==> src/rtl/mem_stage_if.sv <==
// Handshake/bus bundle around the MEM stage: EXE->MEM, MEM->WB, MEM->ID bypass and SRAM read return.
`ifndef ES_TO_MS_BUS_WD
`define ES_TO_MS_BUS_WD 108
`endif
`ifndef MS_TO_WS_BUS_WD
`define MS_TO_WS_BUS_WD 70
`endif

interface mem_stage_if;
  logic                        ws_allowin;
  logic                        ms_allowin;
  logic                        es_to_ms_valid;
  logic [`ES_TO_MS_BUS_WD-1:0] es_to_ms_bus;
  logic [31:0]                 data_sram_rdata;
  logic                        ms_to_ws_valid;
  logic [`MS_TO_WS_BUS_WD-1:0] ms_to_ws_bus;
  logic [37:0]                 stuck_ms_to_ds_bus;

  modport slave (
    input  ws_allowin, es_to_ms_valid, es_to_ms_bus, data_sram_rdata,
    output ms_allowin, ms_to_ws_valid, ms_to_ws_bus, stuck_ms_to_ds_bus
  );

  modport master (
    output ws_allowin, es_to_ms_valid, es_to_ms_bus, data_sram_rdata,
    input  ms_allowin, ms_to_ws_valid, ms_to_ws_bus, stuck_ms_to_ds_bus
  );
endinterface

==> src/rtl/mem_stage.sv <==
// MIPS MEM pipeline stage: EXE->MEM register, SRAM read capture, load alignment, MEM->WB and MEM->ID buses.
// Optional macro MS_FORWARD_EN: when defined, ID may bypass dest/final_result from MEM instead of stalling.
`ifndef ES_TO_MS_BUS_WD
`define ES_TO_MS_BUS_WD 108
`endif
`ifndef MS_TO_WS_BUS_WD
`define MS_TO_WS_BUS_WD 70
`endif

module mem_stage #(
  parameter int DATA_W = 32
) (
  input  logic       clk,
  input  logic       resetn,
  mem_stage_if.slave pipe
);
  typedef enum logic {HELD = 1'b0, FRESH = 1'b1} rd_state_t;

  rd_state_t                   rd_state_reg, rd_state_next;
  logic                        ms_valid_reg;
  logic [`ES_TO_MS_BUS_WD-1:0] es_bus_reg;
  logic [DATA_W-1:0]           rdata_hold_reg;

  logic              ms_ready_go;
  logic              ms_allowin;
  logic              es_accept;
  logic [DATA_W-1:0] mem_word;
  logic [DATA_W-1:0] load_value;
  logic [DATA_W-1:0] final_result;
  logic [7:0]        sel_byte;
  logic [15:0]       sel_half;
  logic [7:0]        mem_byte [4];
  logic [15:0]       mem_half [2];

  logic [31:0] rt_value;
  logic [1:0]  load_addr;
  logic [2:0]  load_inst;
  logic        res_from_mem;
  logic        gr_we;
  logic [4:0]  dest;
  logic [31:0] result;
  logic [31:0] pc;

  assign {rt_value, load_addr, load_inst, res_from_mem, gr_we, dest, result, pc} = es_bus_reg;

  assign ms_ready_go         = 1'b1;
  assign ms_allowin          = !ms_valid_reg || (ms_ready_go && pipe.ws_allowin);
  assign es_accept           = pipe.es_to_ms_valid && ms_allowin;
  assign pipe.ms_allowin     = ms_allowin;
  assign pipe.ms_to_ws_valid = ms_valid_reg && ms_ready_go;

  always_ff @(posedge clk or negedge resetn) begin
    if (!resetn) begin
      ms_valid_reg   <= 1'b0;
      es_bus_reg     <= '0;
      rd_state_reg   <= HELD;
      rdata_hold_reg <= '0;
    end else begin
      if (ms_allowin) ms_valid_reg <= pipe.es_to_ms_valid;
      if (es_accept)  es_bus_reg   <= pipe.es_to_ms_bus;
      rd_state_reg <= rd_state_next;
      if (rd_state_reg == FRESH) rdata_hold_reg <= pipe.data_sram_rdata;
    end
  end

  // SRAM return is only on the bus the cycle after accept; later stall cycles use the captured copy.
  always_comb begin
    rd_state_next = HELD;
    mem_word      = rdata_hold_reg;
    if (es_accept)              rd_state_next = FRESH;
    if (rd_state_reg == FRESH)  mem_word      = pipe.data_sram_rdata;
  end

  genvar gi;
  generate
    for (gi = 0; gi < 4; gi++) begin : g_byte
      assign mem_byte[gi] = mem_word[8*gi +: 8];
    end
    for (gi = 0; gi < 2; gi++) begin : g_half
      assign mem_half[gi] = mem_word[16*gi +: 16];
    end
  endgenerate

  always_comb begin
    sel_byte   = mem_byte[load_addr];
    sel_half   = mem_half[load_addr[1]];
    load_value = mem_word;
    case (load_inst)
      3'b001: load_value = {{24{sel_byte[7]}}, sel_byte};
      3'b010: load_value = {24'b0, sel_byte};
      3'b011: load_value = {{16{sel_half[15]}}, sel_half};
      3'b100: load_value = {16'b0, sel_half};
      3'b101: begin
        case (load_addr)
          2'd0:    load_value = {mem_word[7:0],  rt_value[23:0]};
          2'd1:    load_value = {mem_word[15:0], rt_value[15:0]};
          2'd2:    load_value = {mem_word[23:0], rt_value[7:0]};
          default: load_value = mem_word;
        endcase
      end
      3'b110: begin
        case (load_addr)
          2'd0:    load_value = mem_word;
          2'd1:    load_value = {rt_value[31:24], mem_word[31:8]};
          2'd2:    load_value = {rt_value[31:16], mem_word[31:16]};
          default: load_value = {rt_value[31:8],  mem_word[31:24]};
        endcase
      end
      default: load_value = mem_word;
    endcase
  end

  assign final_result      = res_from_mem ? load_value : result;
  assign pipe.ms_to_ws_bus = {gr_we, dest, final_result, pc};

  // pending stays 0 with bypass enabled: a load in MEM has already resolved its data.
  always_comb begin
    pipe.stuck_ms_to_ds_bus = '0;
    if (ms_valid_reg && gr_we) begin
`ifdef MS_FORWARD_EN
      pipe.stuck_ms_to_ds_bus = {1'b0, dest, final_result};
`else
      pipe.stuck_ms_to_ds_bus = {1'b1, dest, 32'b0};
`endif
    end
  end
endmodule

==> src/flat_wrapper.sv <==
// flat-port wrapper written by rule: the top's interface ports become plain ports
module mem_stage_flat 
#(
  parameter int DATA_W = 32
)
  (clk, resetn, pipe_ws_allowin, pipe_es_to_ms_valid, pipe_es_to_ms_bus, pipe_data_sram_rdata, pipe_ms_allowin, pipe_ms_to_ws_valid, pipe_ms_to_ws_bus, pipe_stuck_ms_to_ds_bus);
  mem_stage_if pipe_i ();
  input  logic clk;
  input  logic resetn;
  input wire logic [$bits(pipe_i.ws_allowin)-1:0] pipe_ws_allowin;
  input wire logic [$bits(pipe_i.es_to_ms_valid)-1:0] pipe_es_to_ms_valid;
  input wire logic [$bits(pipe_i.es_to_ms_bus)-1:0] pipe_es_to_ms_bus;
  input wire logic [$bits(pipe_i.data_sram_rdata)-1:0] pipe_data_sram_rdata;
  output wire logic [$bits(pipe_i.ms_allowin)-1:0] pipe_ms_allowin;
  output wire logic [$bits(pipe_i.ms_to_ws_valid)-1:0] pipe_ms_to_ws_valid;
  output wire logic [$bits(pipe_i.ms_to_ws_bus)-1:0] pipe_ms_to_ws_bus;
  output wire logic [$bits(pipe_i.stuck_ms_to_ds_bus)-1:0] pipe_stuck_ms_to_ds_bus;
  assign pipe_i.ws_allowin = pipe_ws_allowin;
  assign pipe_i.es_to_ms_valid = pipe_es_to_ms_valid;
  assign pipe_i.es_to_ms_bus = pipe_es_to_ms_bus;
  assign pipe_i.data_sram_rdata = pipe_data_sram_rdata;
  assign pipe_ms_allowin = pipe_i.ms_allowin;
  assign pipe_ms_to_ws_valid = pipe_i.ms_to_ws_valid;
  assign pipe_ms_to_ws_bus = pipe_i.ms_to_ws_bus;
  assign pipe_stuck_ms_to_ds_bus = pipe_i.stuck_ms_to_ds_bus;
  mem_stage #(.DATA_W(DATA_W)) u_core (.clk(clk), .resetn(resetn), .pipe(pipe_i));
endmodule
==> config.mk <==
export PLATFORM = sky130hd
export DESIGN_NAME = mem_stage_flat
export DESIGN_NICKNAME = d
export VERILOG_FILES = /design/src/rtl/mem_stage_if.sv /design/src/rtl/mem_stage.sv /design/src/flat_wrapper.sv
export SDC_FILE = /design/constraint.sdc
export NUM_CORES = 1
export LEC_CHECK = 0
export BUFFER_PORTS_ARGS = -buffer_cell sky130_fd_sc_hd__buf_4
export CAP_MARGIN = 10
export CORE_MARGIN = 10
export CORE_UTILIZATION = 47
export DETAILED_ROUTE_END_ITERATION = 10
export PLACE_DENSITY = 0.73
export SYNTH_ARGS = -nofsm -noshare
export SYNTH_HDL_FRONTEND = slang
export SYNTH_SLANG_ARGS = --single-unit
==> constraint.sdc <==
create_clock -name clk -period 1.77 [get_ports clk]
set_input_delay 0 -clock clk [delete_from_list [all_inputs] [get_ports clk]]
set_output_delay 0 -clock clk [all_outputs]
set_load 0.02 [all_outputs]
==> impl_metrics.toml, run 1 <==
[sta]
max_freq_mhz = 381
finalCritPeriodShare = 1.48
setup_tns_ps = -23780
worstMarginPinSlew_ps = 615
drv_slew = 0
setup_viol = 32
slew-limit-headroom = 0.586
layout_setup_ws_ps = -852
period_needed_ps = 2620
skew_ps = 6.04
whs_ps = -131
hold_viol = 18
grt_setup_unrepaired = "yes"

[route]
drtIter0Drc = 679
vias_per_cell = 5.62
vias = 8172
ant_nets = 0
wl_per_cell_um = 21.9
drc = 0
drt_wl_total_um = 31800
drt_first_pass_iters = 7

[global_route]
first_global_vias = 8416
antenna_found_initial = 1
grt_overflow = 0
grt_max_degree = 51
grt_pass1_wl_um = 48100
grtUsageTotal = 0.255

[logic_synthesis]
seq_area_frac_synth = 0.427
avgSynthCellArea_um2 = 10.4
syn_area_um2 = 8320
yosysWarnings = 0
synth-main-ff-cell = "dfrtp_1"
yosys.area_share.simple = 0.0826
ys_types = 58
async_flop_share = 1.00
synth_fa_ha_area_frac = 0
synthXorXnorAreaFrac = 0
synthMuxAreaShare = 0.242
synth_compound_gate_area_share = 0.141
synth_top_family_by_area = "multiplexers"
ys_seq_elements = 142
synth_enable_flop_cells = 0
syn_inst = 798

[cells_and_area]
final_common_cell = "buf_4"
final_cell_mix = "323 x buf_4, 137 x dfrtp_1, 121 x dlygate4sd3_1"
nets = 1359
fillers = 1139
largest_register_ffs = 108
drive_above_1_share = 0.500
ff_latch_area_um2 = 3560
multi_input_area_um2 = 4480
syn2layout_area_growth_pct = 60.8

[die]
io_pins = 254
core_area_um2 = 17300
initial_core_util = 0.481
die_w_um = 153
rows = 48
die_y_um = 153
die-area_um2 = 23400

[setup_path]
worstPathArrival_ps = 2620
end_kind = "output port"
crit_required_ps = 1770
path_max_fanout = 5
start_kind = "flip-flop"
worstSetupPathType = "reg2out"

[placed_design]
dp_hpwl_um = 22100
gp_congestion = 0.943
portBuffers = 221

[clock_tree]
cts_tree = "built"
cts_htree_levels = 4
clock_sinks = 142
cts.clk_slew.worst_paths_ps = 70
cts_made_buffers = 17
clk_path_buf_depth = 2
clkLatencyLatePin_ps = 430
root_buffer = "clkbuf_16"

[pwr]
leakagePower_nw = 6.05
ir_worst_vdd_uv = 794
p_total_mw = 13.3
power_density_nw_per_um2 = 997

[outcome]
violations = "negative hold slack, negative setup slack"
status = "finished with violations"

[job]
max-cap-violations = 0

[hold_path]
hp-class = "in2reg"
[layer usage]
metal | GRT usage | up-vias | wire, um
met1 | 0.318 | 3995 | 12700
met3 | 0.0909 | 76 | 3370
met5 | 0 | - | 0
li1 | - | 3642 | -
met2 | 0.398 | 459 | 14900
met4 | 0.0895 | 0 | 866
[stage by stage]
stage | worst slack, ps | utilization | std cells | hold slack [ps] | area [um^2]
2_1_floorplan | -181 | - | 829 | -296 | 8660
3_3_place_gp | -390 | 0.626 | 1274 | -13.2 | 10800
3_5_place_dp | -409 | 0.626 | 1274 | -4.91 | 10800
4_1_cts | -840 | 0.744 | 1436 | -157 | 12900
5_1_grt | -915 | 0.773 | 1454 | -118 | 13400
6_report | -852 | 0.773 | 1454 | -131 | 13400
[cell families (layout without fill, tap and decap cells)]
logic type	Yosys count	after routing
AO/OA/AOI/OAI	176	177
multiplexers	166	166
buffers and inverters	158	556
AND/OR/NAND/NOR	155	155
flip-flops	142	142
other	1	33
[cell type report]
type / count / area share
diodes: 1 / 0.000187
clock buffers: 17 / 0.0318
clock inverters: 15 / 0.0116
inverters: 32 / 0.00898
multi-input cells: 530 / 0.335
flip-flops and latches: 142 / 0.266
well taps: 225 / 0.0210
repair buffers: 492 / 0.325
[power by group]
part	leakage, nW	switching [mW]	internal (mW)
sequential	1.67	0.348	3.72
clock	0.279	1.61	1.99
combinational	4.11	2.84	2.83
[Yosys cell counts, drive strengths merged, types with 2 or more instances]
| cell | count | share of area |
|---|---|---|
| o21ai | 53 | 0.032 |
| and2 | 4 | 0.0030 |
| o32a | 2 | 0.0024 |
| a221o | 4 | 0.0048 |
| nor2 | 65 | 0.030 |
| nor2b | 2 | 0.0015 |
| a222oi | 4 | 0.0048 |
| nor3 | 14 | 0.0084 |
| mux2i | 28 | 0.035 |
| a2111oi | 6 | 0.0071 |
| clkbuf | 40 | 0.018 |
| o22ai | 25 | 0.019 |
| nand3 | 7 | 0.0042 |
| a22o | 4 | 0.0042 |
| o2111ai | 6 | 0.0063 |
| o211ai | 3 | 0.0044 |
| buf | 86 | 0.074 |
| or2 | 2 | 0.0015 |
| a2111o | 2 | 0.0027 |
| nand2 | 40 | 0.018 |
| inv | 31 | 0.014 |
| dfrtp | 142 | 0.43 |
| a211oi | 12 | 0.011 |
| nand2b | 5 | 0.0038 |
| mux4 | 15 | 0.041 |
| nor4 | 6 | 0.0045 |
| a31oi | 2 | 0.0015 |
| mux2 | 123 | 0.17 |
| and3 | 6 | 0.0045 |
| a21oi | 32 | 0.019 |
| a221oi | 4 | 0.0042 |
| o2bb2ai | 5 | 0.0053 |
| o221ai | 3 | 0.0032 |
[path summary, 6_finish.rpt]
kind,startpoint,end,slack [ps],cells after the start
worst max-delay path,u_core.rd_state_reg,pipe_ms_to_ws_bus[49],-850,7
worst min-delay path,pipe_data_sram_rdata[2],u_core.rdata_hold_reg[2],-130,3
worst max register to register,u_core.rd_state_reg,u_core.rdata_hold_reg[0],260,5
worst min register to register,u_core.es_bus_reg[47],u_core.es_bus_reg[47],510,1
max in group asynchronous,resetn,u_core.rdata_hold_reg[20],1040,3
min in group asynchronous,resetn,u_core.es_bus_reg[85],100,2
[worst max-delay path, cell delays in order (launching register included)]
cell	delay, ps
dfrtp_2	430
mux4_2	580
mux2i_4	190
buf_12	150
o211ai_4	150
a2111o_1	340
a22o_4	220
buf_6	130
[timing repair]
item / in CTS / in global routing
endpoints found under the hold margin: 270 / 17
gates resized for setup: 35 / 73
hold buffers: 120 / 1
buffers inserted: 8 / 14
endpoints found under the setup margin: 32 / 32
pin swaps: 7 / 43
gates cloned: 2 / 3
No activity file was read; power rests on OpenSTA's default activity.
==> run 2, diff against run 1 <==
ABC_AREA = 1   (was not set)
CORE_UTILIZATION = 48   (was 47)
PLACE_DENSITY = 0.74   (was 0.73)
==> run 2 against run 1 <==
Effect of this change: the run ends with negative setup slack left; count of clock-buffer cells in the layout rose by 4; combinational power rose by 5.1%; maximum frequency rose by 15%; wire length grew 17%; die area increased by 0.94%; sequential power decreased by 1%; utilization is 1.6 points higher; non-clock buffer count decreased by 6; largest cell class unchanged.
==> impl_metrics.toml, run 2 <==
[die]
die_w_um = 154
core_area_um2 = 17400
io_pins = 254
rows = 48
die_y_um = 154
die-area_um2 = 23600
initial_core_util = 0.493

[sta]
layout_setup_ws_ps = -503
max_freq_mhz = 440
skew_ps = 6.90
drv_slew = 0
grt_setup_unrepaired = "yes"
finalCritPeriodShare = 1.28
hold_viol = 0
setup_viol = 32
period_needed_ps = 2270

[logic_synthesis]
ys_types = 25
syn_inst = 1299
avgSynthCellArea_um2 = 6.61
synthTopCellsByArea = "dfrtp_1 41%, nand2_1 29%, buf_4 6.5%"
synth.most_common_cell = "nand2_1"
syn_area_um2 = 8590
yosys.area.top_type_share = 0.414
yosysWarnings = 0
ys_seq_elements = 142
synth.top_cells.by_count = "665 x nand2_1, 142 x dfrtp_1, 74 x buf_4, 72 x nor2_1, 70 x nand3_1"
synth-main-ff-cell = "dfrtp_1"
synth_enable_flop_cells = 0
async_flop_share = 1.00
yosys.area.top_type = "dfrtp_1"
seq_area_frac_synth = 0.414

[route]
drtIter0Drc = 1141
drt_wl_total_um = 37300
drc = 0
drt_first_pass_iters = 6
ant_nets = 0
vias_per_cell = 5.25
wl_per_cell_um = 19.2
vias = 10200

[global_route]
grt_max_degree = 70
grt_pass1_wl_um = 57000
first_global_vias = 10200
grtUsageTotal = 0.300
grt_overflow = 0
antenna_found_initial = 0

[setup_path]
crit_path_start = "u_core.rd_state_reg"
max_stage_delay_ps = 470
end_kind = "output port"
worstSetupPathType = "reg2out"
critPathMostFrequentCell = "nand2_4"
worstPathArrival_ps = 2270
worstReg2RegStart = "u_core.rd_state_reg"
crit_required_ps = 1770
path_max_fanout = 8
start_kind = "flip-flop"
cp_cell_sequence = "buf_12 -> nand2_4 -> nand2_4 -> nand2_4 -> nand2_4 -> o21ai_4 -> nand3_4 -> o21bai_4 -> nand2_2 -> buf_6"
crit_slowest_cell = "dfrtp_2"

[pwr]
clkPwrFrac = 0.267
p_int_mw = 8.34
p_total_mw = 13.6
combPwrFrac = 0.438
seq_power_share = 0.295
power_density_nw_per_um2 = 989
p_sw_mw = 5.25
leakagePower_nw = 7.37
p_sw_frac = 0.386
ir_worst_vdd_uv = 722

[clock_tree]
clk_path_buf_depth = 2
cts_tree = "built"
clkLatencyLatePin_ps = 420
root_buffer = "clkbuf_16"
cts_htree_levels = 4
cts_made_buffers = 17
cts.clk_slew.worst_paths_ps = 60
clock_sinks = 142

[cells_and_area]
nets = 1843
syn2layout_area_growth_pct = 60.1
largest_register_ffs = 108
final_cell_mix = "576 x nand2_1, 307 x buf_4, 138 x dlygate4sd3_1, 138 x dfrtp_1, 66 x nor2_1"
diodes = 0
finalCoreUtilization = 0.790
drive_above_1_share = 0.312
final_common_cell = "nand2_1"

[placed_design]
pre_cts_ws_ps = -120
gp_congestion = 0.980
dp_hpwl_um = 23900
portBuffers = 221

[outcome]
status = "finished with violations"
violations = "negative setup slack"

[hold_path]
hold_start = "pipe_data_sram_rdata[5]"
hp-class = "in2reg"

[job]
max-cap-violations = 0
[run 2: cell count changes after synthesis, sizes merged, moves of 25 or more]
cell / before / now
nand2: 40 / 666
mux2: 123 / 0
nand3: 7 / 73
o21ai: 53 / 94
inv: 31 / 63
mux2i: 28 / 0
o22ai: 25 / 0
[run 2: cells by family after synthesis]
group | Yosys count | share of synthesized area
DFF | 142 | 0.414
AOI/OAI and AO/OA | 130 | 0.0828
and+or+nand+nor | 826 | 0.379
buffers and inverters | 200 | 0.124
other | 1 | 0.000437
[run 2: cell type report]
class / count / area, um^2
Clock buffer: 21 / 450
Clock inverter: 11 / 133
Fill cell: 1159 / 3660
Inverter: 63 / 246
Multi-Input combinational cell: 989 / 4720
Sequential cell: 142 / 3560
Tap cell: 225 / 282
Timing Repair Buffer: 486 / 4360
[run 2: per-layer routing]
layer | vias up | part of all wire | global-route usage
li1 | 4743 | - | -
met1 | 4770 | 0.39 | 0.379
met2 | 572 | 0.47 | 0.483
met3 | 86 | 0.10 | 0.0879
met4 | 0 | 0.032 | 0.0963
met5 | - | 0 | 0
[run 2: worst paths after layout]
check	to	slack [ps]	cells after the start
min in group asynchronous	u_core.es_bus_reg[14]	60	2
worst max register to register	u_core.rdata_hold_reg[23]	60	6
worst min-delay path	u_core.rdata_hold_reg[5]	7	4
max in group asynchronous	u_core.es_bus_reg[74]	1050	3
worst min register to register	u_core.es_bus_reg[40]	480	2
worst max-delay path	pipe_ms_to_ws_bus[52]	-500	10
[run 2: power by group through the flow]
stage	Combinational (mW)	Sequential, mW	Clock [mW]
after global placement	4.75	4.00	0
after detailed placement	4.79	4.01	0
after floorplan	2.77	3.93	0
after global routing	6.37	4.04	3.78
final	5.96	4.01	3.63
after CTS	5.51	3.96	3.66
[run 2: per-stage QoR]
| stage | TNS (ps) | cell area (um^2) | cells | hold WS [ps] |
|---|---|---|---|---|
| after detailed placement | -1080 | 10900 | 1753 | -37.8 |
| after global placement | -352 | 10900 | 1753 | -40.7 |
| final | -13760 | 13800 | 1937 | 6.77 |
| after global routing | -16710 | 13800 | 1937 | 9.80 |
| after floorplan | 0 | 8700 | 1330 | -296 |
| after CTS | -12950 | 13400 | 1933 | 2.67 |
[run 2: timing repair]
item                                   CTS  global route
buffers inserted                         6             4
gates resized for setup                116           106
hold buffers                           138             0
endpoints found under the hold margin  279             0
gates cloned                             4             0
setup endpoints to repair               32            32
pin swaps                               31            32
[run 2: critical path, delay by kind of cell (launching register included)]
kind / cells / cell delay [ps]
buffers and inverters: 2 / 310
AO/OA/AOI/OAI: 2 / 480
AND/OR/NAND/NOR: 6 / 580
flip-flops: 1 / 470
